### config.mk
export PLATFORM = sky130hd
export DESIGN_NAME = mux_sched_flat
export DESIGN_NICKNAME = d
export VERILOG_FILES = /design/src/rtl/mux_sched_if.sv /design/src/rtl/mux_sched.sv /design/src/flat_wrapper.sv
export SDC_FILE = /design/constraint.sdc
export NUM_CORES = 1
export LEC_CHECK = 0
export BUFFER_PORTS_ARGS = -buffer_cell sky130_fd_sc_hd__buf_2
export CAP_MARGIN = 20
export CORE_MARGIN = 4
export CORE_UTILIZATION = 45
export CTS_CLUSTER_SIZE = 12
export DETAILED_ROUTE_END_ITERATION = 12
export SYNTH_ARGS = -nofsm -noshare
export SYNTH_HDL_FRONTEND = slang
export SYNTH_SLANG_ARGS = --single-unit
### constraint.sdc
create_clock -name clk -period 3.1 [get_ports clk]
set_input_delay 0.465 -clock clk [delete_from_list [all_inputs] [get_ports clk]]
set_output_delay 0.465 -clock clk [all_outputs]
set_load 0.005 [all_outputs]
### src/rtl/mux_sched_if.sv
// mux_sched_if: request/grant and control-channel bundle between the
// clocked requesters, the scheduler and the asynchronous mux.
//   req0/req1     level requests, held until the matching done pulse
//   gnt0/gnt1     current owner of the mux
//   done0/done1   one-cycle completion pulses
//   ctl_a/ctl_b   registered control rails into the self-timed mux
//   actl_i        asynchronous control acknowledge from the mux
//   cnt0/cnt1     wrapping completion counters
//   busy/err      scheduler activity and sticky watchdog flag
// master = requesters + mux side, slave = the scheduler.
interface mux_sched_if #(
    parameter int CNTW = 8
);
    logic            req0, req1;
    logic            gnt0, gnt1;
    logic            done0, done1;
    logic            ctl_a, ctl_b;
    logic            actl_i;
    logic [CNTW-1:0] cnt0, cnt1;
    logic            busy, err;

    modport master (
        output req0, req1, actl_i,
        input  gnt0, gnt1, done0, done1, ctl_a, ctl_b, cnt0, cnt1, busy, err
    );

    modport slave (
        input  req0, req1, actl_i,
        output gnt0, gnt1, done0, done1, ctl_a, ctl_b, cnt0, cnt1, busy, err
    );
endinterface

### src/rtl/mux_sched.sv
// mux_sched: arbitrates two clocked requesters for a two-input asynchronous
// handshake mux and issues one four-phase return-to-zero control token
// (ctl_a or ctl_b) per grant against the mux's control acknowledge.
// Ports:
//   clk, rst  clock, synchronous active-high reset
//   bus       mux_sched_if.slave (requests, grants, done pulses, control
//             rails, async acknowledge, counters, busy, err)
// Parameters: SYNC (2..4) ack synchroniser depth, PRIO (0 round-robin,
// 1 req0 always wins), TMO watchdog cycles (0 = off), CNTW counter width.
module mux_sched #(
    parameter int SYNC = 2,
    parameter int PRIO = 0,
    parameter int TMO  = 1024,
    parameter int CNTW = 8
) (
    input  logic       clk,
    input  logic       rst,
    mux_sched_if.slave bus
);
    // The FSM register that consumes ack_s acts as the final synchroniser
    // stage, so only SYNC-1 dedicated flops sit in front of it. This gives
    // the SYNC-edge latency from ack to FSM reaction.
    localparam int          SW    = SYNC - 1;
    localparam logic [15:0] TMO_L = 16'(TMO);

    typedef enum logic [1:0] {IDLE, SET, CLR, DONE} state_t;

    state_t          state;
    logic [SW-1:0]   sync_q;
    logic            ack_s;
    logic            sel1;
    logic            last_q;
    logic [15:0]     wd_q;
    logic [15:0]     wd_inc;
    logic            wd_hit;
    logic            gnt0_q, gnt1_q, done0_q, done1_q;
    logic            ctl_a_q, ctl_b_q, err_q;
    logic [CNTW-1:0] cnt0_q, cnt1_q;

    always_ff @(posedge clk) begin
        if (rst) sync_q <= '0;
        else     sync_q <= SW'({sync_q, bus.actl_i});
    end

    assign ack_s = sync_q[SW-1];

    // Requester 1 wins when alone, or under round-robin when requester 0
    // was the last winner.
    assign sel1 = bus.req1 && (!bus.req0 || (PRIO == 0 && !last_q));

    // Watchdog value for "this cycle is also spent in SET/CLR"; saturates.
    assign wd_inc = (wd_q == 16'hFFFF) ? wd_q : wd_q + 16'd1;
    assign wd_hit = (TMO_L != 16'd0) && (wd_inc >= TMO_L);

    always_ff @(posedge clk) begin
        if (rst) begin
            state   <= IDLE;
            gnt0_q  <= 1'b0;
            gnt1_q  <= 1'b0;
            done0_q <= 1'b0;
            done1_q <= 1'b0;
            ctl_a_q <= 1'b0;
            ctl_b_q <= 1'b0;
            cnt0_q  <= '0;
            cnt1_q  <= '0;
            last_q  <= 1'b1;
            wd_q    <= '0;
            err_q   <= 1'b0;
        end else begin
            case (state)
                IDLE: begin
                    // A new token may only start once the mux has returned
                    // to zero, keeping the handshake strictly four-phase.
                    if ((bus.req0 || bus.req1) && !ack_s) begin
                        state   <= SET;
                        gnt0_q  <= !sel1;
                        gnt1_q  <= sel1;
                        ctl_a_q <= !sel1;
                        ctl_b_q <= sel1;
                        last_q  <= sel1;
                        wd_q    <= 16'd1;
                        if (TMO_L == 16'd1) err_q <= 1'b1;
                    end
                end
                SET: begin
                    wd_q <= wd_inc;
                    if (wd_hit) err_q <= 1'b1;
                    if (ack_s) begin
                        ctl_a_q <= 1'b0;
                        ctl_b_q <= 1'b0;
                        state   <= CLR;
                    end
                end
                CLR: begin
                    if (!ack_s) begin
                        state   <= DONE;
                        done0_q <= gnt0_q;
                        done1_q <= gnt1_q;
                        wd_q    <= '0;
                        if (gnt0_q) cnt0_q <= cnt0_q + CNTW'(1);
                        if (gnt1_q) cnt1_q <= cnt1_q + CNTW'(1);
                    end else begin
                        wd_q <= wd_inc;
                        if (wd_hit) err_q <= 1'b1;
                    end
                end
                DONE: begin
                    state   <= IDLE;
                    gnt0_q  <= 1'b0;
                    gnt1_q  <= 1'b0;
                    done0_q <= 1'b0;
                    done1_q <= 1'b0;
                end
                default: state <= IDLE;
            endcase
        end
    end

    assign bus.gnt0  = gnt0_q;
    assign bus.gnt1  = gnt1_q;
    assign bus.done0 = done0_q;
    assign bus.done1 = done1_q;
    assign bus.ctl_a = ctl_a_q;
    assign bus.ctl_b = ctl_b_q;
    assign bus.cnt0  = cnt0_q;
    assign bus.cnt1  = cnt1_q;
    assign bus.busy  = (state != IDLE);
    assign bus.err   = err_q;
endmodule

### src/flat_wrapper.sv
// flat-port wrapper written by rule: the top's interface ports become plain ports
module mux_sched_flat 
#(
    parameter int SYNC = 2,
    parameter int PRIO = 0,
    parameter int TMO  = 1024,
    parameter int CNTW = 8
)
  (clk, rst, bus_req0, bus_req1, bus_actl_i, bus_gnt0, bus_gnt1, bus_done0, bus_done1, bus_ctl_a, bus_ctl_b, bus_cnt0, bus_cnt1, bus_busy, bus_err);
  mux_sched_if #(.CNTW(CNTW)) bus_i ();
  input  logic clk;
  input  logic rst;
  input wire logic [$bits(bus_i.req0)-1:0] bus_req0;
  input wire logic [$bits(bus_i.req1)-1:0] bus_req1;
  input wire logic [$bits(bus_i.actl_i)-1:0] bus_actl_i;
  output wire logic [$bits(bus_i.gnt0)-1:0] bus_gnt0;
  output wire logic [$bits(bus_i.gnt1)-1:0] bus_gnt1;
  output wire logic [$bits(bus_i.done0)-1:0] bus_done0;
  output wire logic [$bits(bus_i.done1)-1:0] bus_done1;
  output wire logic [$bits(bus_i.ctl_a)-1:0] bus_ctl_a;
  output wire logic [$bits(bus_i.ctl_b)-1:0] bus_ctl_b;
  output wire logic [$bits(bus_i.cnt0)-1:0] bus_cnt0;
  output wire logic [$bits(bus_i.cnt1)-1:0] bus_cnt1;
  output wire logic [$bits(bus_i.busy)-1:0] bus_busy;
  output wire logic [$bits(bus_i.err)-1:0] bus_err;
  assign bus_i.req0 = bus_req0;
  assign bus_i.req1 = bus_req1;
  assign bus_i.actl_i = bus_actl_i;
  assign bus_gnt0 = bus_i.gnt0;
  assign bus_gnt1 = bus_i.gnt1;
  assign bus_done0 = bus_i.done0;
  assign bus_done1 = bus_i.done1;
  assign bus_ctl_a = bus_i.ctl_a;
  assign bus_ctl_b = bus_i.ctl_b;
  assign bus_cnt0 = bus_i.cnt0;
  assign bus_cnt1 = bus_i.cnt1;
  assign bus_busy = bus_i.busy;
  assign bus_err = bus_i.err;
  mux_sched #(.SYNC(SYNC), .PRIO(PRIO), .TMO(TMO), .CNTW(CNTW)) u_core (.clk(clk), .rst(rst), .bus(bus_i));
endmodule
Yosys cells after proc, flatten, opt, wreduce, memory -nomap -nowiden
Cells that the tools add are included.
{ "totals": {"wordCells": 72, "register_bits": 43, "output_inout_bits": 24} }
{ "classes": {"n_reduce_logical": 24, "n_eq_ne": 8, "muxes": 22, "magnitude_cmp": 1, "addsub": 3, "bitwise": 1} }
{ "ops": {"columns": ["cell", "count"], "rows": [
  ["2-to-1 mux 16 bit", 3],
  ["one-hot mux 16 bit (3 select lines)", 1],
  ["adder 16 x 1 -> 16 bit (second input constant)", 1],
  ["adder 8 x 1 -> 8 bit (second input constant)", 2],
  ["equality test 16 bit (second input constant)", 1],
  [">= comparator 16 x 11 -> 1 bit (second input constant)", 1],
  ["one-hot mux 1 bit (2 select lines)", 7],
  ["AND reduction 3 bit", 4],
  ["AND reduction 2 bit", 5],
  ["nonzero test 2 bit", 5],
  ["one-hot mux 2 bit (4 select lines)", 1],
  ["2-to-1 mux 1 bit", 7],
  ["2-to-1 mux 2 bit", 3],
  ["!= test 2 x 1 -> 1 bit (second input constant)", 3],
  ["equality test 2 bit (second input constant)", 2],
  ["logical NOT 1 bit", 4],
  ["nonzero test 3 bit", 1],
  ["equality test 2 x 1 -> 1 bit (second input constant)", 1],
  ["logical AND 1 bit", 2],
  ["logical NOT 2 bit", 1],
  ["logical OR 1 bit", 2],
  ["!= test 2 bit (second input constant)", 1],
  ["NOT 1 bit", 1]
]} }

Longest topological paths before layout
{ "depth": {"depth_word": 6, "depth_mapped": 9} }

Least setup slack after synthesis
No wires, ideal clock.
{ "synth_path": {"path_type": "register -> register", "startpoint": "reg u_core.state[0]", "endpoint": "reg u_core.wd_q[14]", "setup_time_ns": 0.133, "setup_slack_ns": 1.302, "path_stages_with_launch": 9, "t_arrival_ns": 1.665, "n_path_buf": 1, "t_required_ns": 2.967, "period_less_slack_ns": 1.798, "path_cell_list": "dfxtp_1 -> inv_1 -> ha_1 -> and2_1 -> o21ai_0 -> nor2_2 -> buf_2 -> a21oi_1 -> nor3_1"} }
{ "synth_via": {"elab_chain_len": 3, "word_cells_on_any_way": 7, "cone_classes": "eq/ne (3); mux (1); reduce/logical (3)"} }
{ "synth_rtl": {"columns": ["element", "line", "text"], "rows": [
  ["from (decl)", "mux_sched.sv:28", "state_t state;"],
  ["from (signal assigned)", "mux_sched.sv:57", "state <= IDLE;"],
  ["from (signal assigned)", "mux_sched.sv:75", "state <= SET;"],
  ["from (signal assigned)", "mux_sched.sv:91", "state <= CLR;"],
  ["equality test 2 x 1 -> 1 bit (tied with other cells)", "mux_sched.sv:70", "case (state)"],
  ["nonzero test 3 bit (no line) or != test 2 x 1 -> 1 bit (tied branches)", null, null],
  ["AND reduction 2 bit (no line)", null, null],
  ["to (signal assigned)", "mux_sched.sv:86", "wd_q <= wd_inc;"],
  ["to (signal assigned)", "mux_sched.sv:103", "wd_q <= wd_inc;"],
  ["to (decl)", "mux_sched.sv:33", "logic [15:0] wd_q;"]
]} }
Parallel ways exist; a longest one is shown, timed or not.
A chain may end at the register's enable or synchronous reset.

Worst setup path in the final report
{ "layout_path": {"startpoint": "reg u_core.state[0]", "endpoint": "reg u_core.wd_q[9]"} }
Same word-level chain as after synthesis.

==> reports/metrics.yaml <==
status: "completed"
crit_path_max_fanout: 16
synthTopCellsByArea: "dfxtp_1, nor2_1, xor2_1, ha_1, xnor2_1"
cts_root_buf: "clkbuf_8"
synthSimpleGateAreaFrac_pct: 29.0
crit_buf_inv: 1
drv_slew: 0
nFillCells: 456
syn_avg_cell_area_sq_um: 8.48
worstSetupEndpointType: "flop"
seqCellArea_sq_um: 861
grt_util_all_layers_pct: 16.5
max_freq_mhz: 454
crit_arrival_ps: 2420
numCtsBuffers: 5
synth-edff-count: 0
path_cells: "inv_1, ha_1, and2_1, o21ai_0, nor2_2, o21ai_0, a211oi_1"
dieWidth_microns: 77.6
critPathKind: "flop to flop"
synth_fp_nets: 269
synth_top_cell_by_area: "dfxtp_1"
antenna_found_initial: 0
powerDensity_nw_per_um2: 621
ant_nets: 0
crit_top_cell: "o21ai_0"
synth-compound-area-share_pct: 14.2
dpl.hpwl_microns: 3260
period_needed_ps: 2200
slowest_stage: "nor2_2"
multiInputGateArea_sq_um: 1250
yosys_warnings: 0
hold_viol_final: 0
die-area_sq_um: 6020
cts_tree: "done"
gp_congestion: 0.819
finalCritPeriodShare_pct: 71.1
core_area_sq_um: 4690
ys_types: 45
rsz0062_at_grt: "no"
clockBufferDepth: 2
dr.pass1.iters: 4
worstPathRequired_ps: 3320
p_leak_uw: 0.000982
final_nets: 295
muxShareOfSynthArea_pct: 2.76
layout-drive-gt1-share_pct: 16.2
wl_microns: 4570
drtIter0Drc: 149
fin_skew_ps: 2.86
area_growth_pct: 12.4
cts.sinks: 43
wire_per_inst_microns: 13.5
ys_seq_elements: 43
synth_top_area_share_pct: 39.5
cts_resized: 0
synth_cells: 257
drc: 0
relSlewSlack_pct: 50.8
synth_flop_cell: "dfxtp_1"
setup-violations-final: 0
synthXorXnorAreaFrac_pct: 7.63
worst_slew_pin_slew_ps: 737
num_antenna_cells: 0
synth_fa_ha_area_share_pct: 4.02
synth_top_family_by_area: "simple AND/OR/NAND/NOR gates"
fin_setup_tns_ps: 0
cpPeakStageDelay_ps: 530
grt_pass1_vias: 1799
grt_max_degree: 41
maxCapViolations: 0
peakVddDrop_v: 0.000440
initial_core_util_pct: 46.5
post-route-util_pct: 52.2
ios: 29
gr-total-overflow: 0
grt_pass1_wl_microns: 8200
worstSetupStartpointType: "flop"
synthTopCellsByCount: "dfxtp_1, nor2_1, a21oi_1"
syn-cell-area_sq_um: 2180
crit_family: "simple AND/OR/NAND/NOR gates"
vias_per_cell: 5.58
fp.dieH_microns: 77.6
ctsHoldBuffers: 0
hold_path_class: "input pin to flop"
htree_levels: 2
ys_seq_area_share_pct: 39.5
async_reset_ff_share_pct: 0
placement_rows: 25
numPortBuffers: 28
clk_latency_ps: 300
cts_setup_buffers: 0
clk_pin_slew_ps: 90
vias: 1885
[per-layer routing]
metal	up-vias	share of wire, %	track usage (%)
met2	29	44	25.7
met4	0	1.9	6.23
li1	969	-	-
met5	-	0	0
met3	10	3.0	3.48
met1	877	51	22.2
[through the flow]
stage	instance area (sq um)	hold slack, ps	power [uW]	std cells	worst slack [ps]
floorplan	2180	435	1030	257	1300
global placement	2360	459	1160	330	1050
detailed placement	2360	465	1160	330	941
CTS	2450	369	1540	338	918
global route	2450	393	1640	338	652
finish	2450	374	1520	338	897
[registers in the layout, indices dropped and copies added, names as in the netlist]
| register | flops |
|---|---|
| u_core.bus.ctl_a | 1 |
| u_core.bus.err | 1 |
| u_core.wd_q | 16 |
| u_core.state | 2 |
| u_core.bus.done1 | 1 |
| u_core.ack_s | 1 |
| u_core.bus.done0 | 1 |
| u_core.bus.ctl_b | 1 |
| u_core.bus.gnt0 | 1 |
| u_core.last_q | 1 |
| u_core.bus.gnt1 | 1 |
| u_core.bus.cnt0 | 8 |
| u_core.bus.cnt1 | 8 |
[report_power, final]
part	internal [uW]	switching, uW	leakage, uW
clock	161	208	0.0000408
sequential	596	38.4	0.000348
combinational	196	322	0.000594
[final timing paths]
path / to / slack (ps) / depth (start not counted) / start
hold reg to reg: u_core.last_q$_SDFFE_PP1P_ / 490 / 1 / u_core.last_q$_SDFFE_PP1P_
setup reg to reg: u_core.wd_q[9]$_SDFFE_PP0P_ / 900 / 7 / u_core.state[0]$_SDFFE_PP0P_
hold / removal: u_core.ack_s$_SDFF_PP0_ / 370 / 2 / bus_actl_i
setup / recovery: u_core.wd_q[9]$_SDFFE_PP0P_ / 900 / 7 / u_core.state[0]$_SDFFE_PP0P_
[cells in the final DEF (no fill, tap or decap), types with 7 or more instances in the layout]
cell type   n
nand3_1     9
o21ai_0     9
nand2_1    12
nor2_1     43
dfxtp_1    43
a21oi_1    13
ha_1        7
xor2_1     11
nor3_1     12
buf_2      28
xnor2_1     8
nand4_1     8
[cells by family after synthesis]
group           after synthesis
xor+xnor                     19
fa+ha+maj                     7
mux                           6
buf+inv                      16
compound gates               48
flops                        43
simple gates                118
[area by class of cell]
cell class	instances	share of cell area, %
Inverter	5	0.766
Clock buffer	5	2.81
Sequential cell	43	35.1
Multi-Input combinational cell	198	51.2
Clock inverter	3	0.970
Tap cell	54	2.76
Timing Repair Buffer	30	6.33
Power figures use the tool's default switching activity.
